$ cat config.mk
export PLATFORM = sky130hd
export DESIGN_NAME = serial_sub
export DESIGN_NICKNAME = d
export VERILOG_FILES = /design/src/rtl/serial_sub_pkg.sv /design/src/rtl/full_subtractor.sv /design/src/rtl/serial_sub.sv
export VERILOG_INCLUDE_DIRS = /design/src /design/src/rtl
export SDC_FILE = /design/constraint.sdc
export NUM_CORES = 1
export LEC_CHECK = 0
export CAP_MARGIN = 20
export CORE_UTILIZATION = 49
export DETAILED_ROUTE_END_ITERATION = 12
export GPL_TIMING_DRIVEN = 0
export PLACE_DENSITY = 0.75
export SKIP_LAST_GASP = 1
export SYNTH_ARGS = -nofsm -noshare
export SYNTH_HDL_FRONTEND = slang
export SYNTH_SLANG_ARGS = --single-unit
export TNS_END_PERCENT = 50
$ cat constraint.sdc
create_clock -name clk -period 1.73 [get_ports clk]
set_clock_uncertainty 0.2 [all_clocks]
set_input_delay 0.519 -clock clk [delete_from_list [all_inputs] [get_ports clk]]
set_output_delay 0.519 -clock clk [all_outputs]
set_load 0.01 [all_outputs]
$ cat src/rtl/serial_defs.vh
// Shared state encodings for the bit-serial arithmetic blocks.
`ifndef SERIAL_DEFS_VH
`define SERIAL_DEFS_VH
`define SERIAL_ST_IDLE 2'd0
`define SERIAL_ST_RUN  2'd1
`define SERIAL_ST_DONE 2'd2
`endif

$ cat src/rtl/serial_sub_pkg.sv
// Types shared by the bit-serial subtractor; encodings come from the common defs file.
`include "serial_defs.vh"

package serial_sub_pkg;

  typedef enum logic [1:0] {
    IDLE = `SERIAL_ST_IDLE,
    RUN  = `SERIAL_ST_RUN,
    DONE = `SERIAL_ST_DONE
  } state_t;

endpackage

$ cat src/rtl/full_subtractor.sv
// One-bit combinational subtract step: diff = x - y - bin, with borrow out.
module full_subtractor (
  input  logic x,
  input  logic y,
  input  logic bin,
  output logic diff,
  output logic bout
);

  assign diff = x ^ y ^ bin;
  assign bout = (~x & y) | (~(x ^ y) & bin);

endmodule

$ cat src/rtl/serial_sub.sv
// Bit-serial unsigned subtractor: LSB-first, one bit per clock, WIDTH+2 cycles per result.
module serial_sub
  import serial_sub_pkg::*;
#(
  parameter int WIDTH = 3
) (
  input  logic             clk,
  input  logic             reset,
  input  logic             start,
  input  logic [WIDTH-1:0] a,
  input  logic [WIDTH-1:0] b,
  output logic             busy,
  output logic             done,
  output logic [WIDTH-1:0] d,
  output logic             bout
);

  localparam int CW = $clog2(WIDTH + 1);
  localparam logic [CW-1:0] LAST = CW'(WIDTH - 1);

  state_t           state;
  state_t           state_nx;
  logic [WIDTH-1:0] sa;
  logic [WIDTH-1:0] sb;
  logic [WIDTH-1:0] res;
  logic [CW-1:0]    cnt;
  logic             borrow;
  logic             step_diff;
  logic             step_bout;
  logic             last_step;

  full_subtractor u_fs (
    .x    (sa[0]),
    .y    (sb[0]),
    .bin  (borrow),
    .diff (step_diff),
    .bout (step_bout)
  );

  assign last_step = (cnt == LAST);

  always_comb begin
    state_nx = state;
    case (state)
      IDLE: begin
        if (start) state_nx = RUN;
        else       state_nx = IDLE;
      end
      RUN: begin
        if (last_step) state_nx = DONE;
        else           state_nx = RUN;
      end
      DONE:    state_nx = IDLE;
      default: state_nx = IDLE;
    endcase
  end

  always_ff @(posedge clk or posedge reset) begin
    if (reset) begin
      state <= IDLE;
      busy  <= 1'b0;
      done  <= 1'b0;
    end else begin
      state <= state_nx;
      busy  <= (state_nx != IDLE);
      done  <= (state_nx == DONE);
    end
  end

  // Operand shifters, result shifter and borrow chain; d/bout load only on the last step.
  always_ff @(posedge clk or posedge reset) begin
    if (reset) begin
      sa     <= '0;
      sb     <= '0;
      res    <= '0;
      cnt    <= '0;
      borrow <= 1'b0;
      d      <= '0;
      bout   <= 1'b0;
    end else begin
      case (state)
        IDLE: begin
          if (start) begin
            sa     <= a;
            sb     <= b;
            res    <= '0;
            cnt    <= '0;
            borrow <= 1'b0;
          end
        end
        RUN: begin
          sa     <= sa >> 1;
          sb     <= sb >> 1;
          res    <= {step_diff, res[WIDTH-1:1]};
          borrow <= step_bout;
          cnt    <= cnt + CW'(1);
          if (last_step) begin
            d    <= {step_diff, res[WIDTH-1:1]};
            bout <= step_bout;
          end
        end
        default: begin
        end
      endcase
    end
  end

endmodule

==> impl_metrics.sql <==
INSERT INTO impl_metrics (metric_group, metric, value, unit) VALUES
('final_layout', 'diodes', '0', ''),
('worst_setup_path', 'cp-start-kind', 'register', ''),
('pwr', 'power_switching', '0.641', 'mW'),
('worst_setup_path', 'critPathMaxFanout', '2', ''),
('routing', 'drc_errors', '0', ''),
('worst_setup_path', 'worst_r2r_startpoint', 'sb[0]', ''),
('worst_setup_path', 'critical_path_class', 'register to output port', ''),
('die', 'placementRows', '14', ''),
('placement', 'post_dp_cell_area', '961', 'sq um'),
('routing', 'postRouteWirelength', '1390', 'microns'),
('global_route', 'grt_first_pass_wirelength', '2340', 'microns'),
('hold_path', 'worst_hold_path_type', 'register to register', ''),
('global_route', 'groute.usage.overall', '0.176', ''),
('timing', 'timing.final.hold_violations', '0', ''),
('global_route', 'number_of_antenna_violations_at_the_first_check_in_global_routing', '0', ''),
('cts', 'cts-buffers-inserted', '3', ''),
('placement', 'dpl.hpwl', '987', 'microns'),
('timing', 'final.setup.worst_slack', '-164', 'ps'),
('die', 'initial_utilization', '0.525', ''),
('worst_setup_path', 'timing.critical_path.cells', 'clkdlybuf4s50_1', ''),
('die', 'core_region_area', '1520', 'sq um'),
('routing', 'num_vias', '566', ''),
('worst_setup_path', 'critPathTopFamily', 'buffers and inverters', ''),
('cts', 'clockBufferDepth', '2', ''),
('synth', 'async_reset_ff_frac', '1.00', ''),
('synth', 'synth-warning-count', '0', ''),
('final_layout', 'synthToLayoutAreaGrowth', '23.3', '%'),
('pwr', 'power.ir.vdd_worst', '0.857', 'mV'),
('outcome', 'violated_checks', 'negative setup slack', ''),
('final_layout', 'num-nets-final', '94', ''),
('timing', 'setup-violations-final', '2', ''),
('routing', 'dr.pass1.iters', '4', ''),
('routing', 'final_antenna_net_count', '0', ''),
('final_layout', 'drive_above_1_share', '0.146', ''),
('cts', 'cts.sink_count', '19', ''),
('timing', 'timing.fmax', '528', 'MHz'),
('placement', 'place.gp.congestion', '0.796', ''),
('pwr', 'switching_share', '0.362', ''),
('pwr', 'power.internal', '1.13', 'mW'),
('job', 'maxCapViolations', '0', ''),
('worst_setup_path', 'cp.arrival', '1170', 'ps'),
('timing', 'part_of_the_cycle_the_worst_path_needs', '1.09', ''),
('timing', 'worstMarginPinSlew', '722', 'ps'),
('routing', 'viasPerCell', '5.78', ''),
('cts', 'htreeDepth', '1', ''),
('final_layout', 'layout.cell_area.non_filler', '987', 'sq um'),
('synth', 'synth-main-ff-cell', 'dfrtp_1', ''),
('synth', 'synthesis.instances', '64', ''),
('synth', 'syn-num-nets', '75', ''),
('die', 'die_w', '42.4', 'microns'),
('die', 'die_height', '42.4', 'microns'),
('routing', 'routed_wire_length_per_instance', '14.2', 'microns'),
('outcome', 'run_status', 'finished with violations', ''),
('worst_setup_path', 'critical-path-slowest-cell', 'clkdlybuf4s50_1', ''),
('timing', 'final-max-slew-violation-count', '0', ''),
('cts', 'worst_setup_hold_path_clk_slew', '110', 'ps'),
('synth', 'synth.avg_cell_area', '12.5', 'sq um'),
('pwr', 'comb_power_share', '0.439', ''),
('synth', 'edff_count_synth', '0', ''),
('timing', 'fin_hold_ws', '280', 'ps'),
('pwr', 'share_clk_of_total_power', '0.126', ''),
('timing', 'max-slew-margin-rel', '0.518', ''),
('die', 'die_area', '1800', 'sq um'),
('pwr', 'total_power_density_per_cell_area', '1790', 'nW/um^2'),
('global_route', 'grt_max_degree', '20', ''),
('synth', 'synth_cell_types', '19', ''),
('synth', 'syn_area', '801', 'sq um'),
('hold_path', 'hold_path.startpoint', 'bout', ''),
('cts', 'clk_root_buffer_cell', 'clkbuf_4', ''),
('cts', 'cts_hold_buffers', '0', ''),
('die', 'io_pins', '15', '');
[worst paths after layout]
check,end,slack [ps],cells past startpoint
setup / recovery,d[1],-160,1
hold / removal,bout,280,2
setup reg to reg,d[2],190,3
hold reg to reg,bout,280,2
max in group asynchronous,state[0],440,2
min in group asynchronous,d[2],430,2
[layer usage]
layer / vias to the layer above / wire [microns] / GRT usage
met5: - / 0 / 0
met4: 0 / 24 / 0.0938
met3: 6 / 60 / 0.0259
met2: 19 / 677 / 0.292
met1: 278 / 629 / 0.219
li1: 263 / - / -
[flip-flops by register name, summed over array words and instances, names as in the netlist]
signal / count
bout: 1
d: 3
borrow: 1
state: 2
sa: 3
res: 2
cnt: 2
busy: 1
sb: 3
done: 1
[what timing repair did]
item                                    CTS  global route
endpoints found under the hold margin     0             0
pin swaps                                 0             0
resized for setup                         3             1
endpoints found under the setup margin    6             3
[power by group through the flow]
stage	Combinational [mW]	Sequential [mW]	Clock (mW)
after detailed placement	0.807	0.784	0
after global routing	0.866	0.796	0.244
after floorplan	0.530	0.785	0
final	0.776	0.770	0.222
after CTS	0.790	0.773	0.232
after global placement	0.781	0.775	0
[through the flow]
step                power [mW]   util  setup TNS, ps  std cells  worst slack, ps
floorplan                 1.32      -              0         64              277
finish                    1.77  0.648           -312         98             -164
global route              1.91  0.648           -401         98             -206
detailed placement        1.59  0.631           -797         94             -189
global placement          1.56  0.631           -670         94             -144
CTS                       1.79  0.646           -523         98             -179
[synthesized netlist by cell type, types with 2 or more instances]
library cell / n / share of area
mux2_2: 3 / 0.042
nor2_1: 5 / 0.023
nand2_1: 3 / 0.014
o22ai_1: 5 / 0.039
dfrtp_1: 19 / 0.59
a22o_1: 4 / 0.044
nand2b_1: 2 / 0.016
o21ai_0: 3 / 0.019
inv_1: 7 / 0.033
o32ai_1: 4 / 0.044
[placed cells by master, fill, tap and decap left out, drive strengths merged]
cell           instances
clkdlybuf4s50         10
nor2                   5
clkbuf                 3
buf                    1
ha                     1
nand2                  3
clkinv                 1
dfrtp                 19
inv                    8
a22o                   4
o32ai                  4
nand3b                 1
mux2                   3
fa                     1
nor2b                  1
o22ai                  5
or2                    1
a21oi                  1
nand2b                 2
dlymetal6s2s           1
dlygate4sd2            3
o21bai                 1
o21ai                  3
[cell type report]
| type | count | area, sq um | share of cell area |
|---|---|---|---|
| timing repair buffer | 14 | 139 | 0.141 |
| inverter | 8 | 30.0 | 0.0304 |
| buffer | 1 | 11.3 | 0.0114 |
| tap | 16 | 20.0 | 0.0203 |
| clock inverter | 1 | 5.00 | 0.00507 |
| multi-input combinational | 36 | 284 | 0.288 |
| sequential | 19 | 475 | 0.482 |
| clock buffer | 3 | 22.5 | 0.0228 |
[cell families after synthesis]
logic type / after synthesis / share of synthesized area
compound gates: 18 / 0.175
mux: 3 / 0.0422
flops: 19 / 0.594
buf+inv: 9 / 0.0516
fa+ha+maj: 2 / 0.0406
simple gates: 13 / 0.0969
Note: power is estimated with default switching activity, not from simulation.
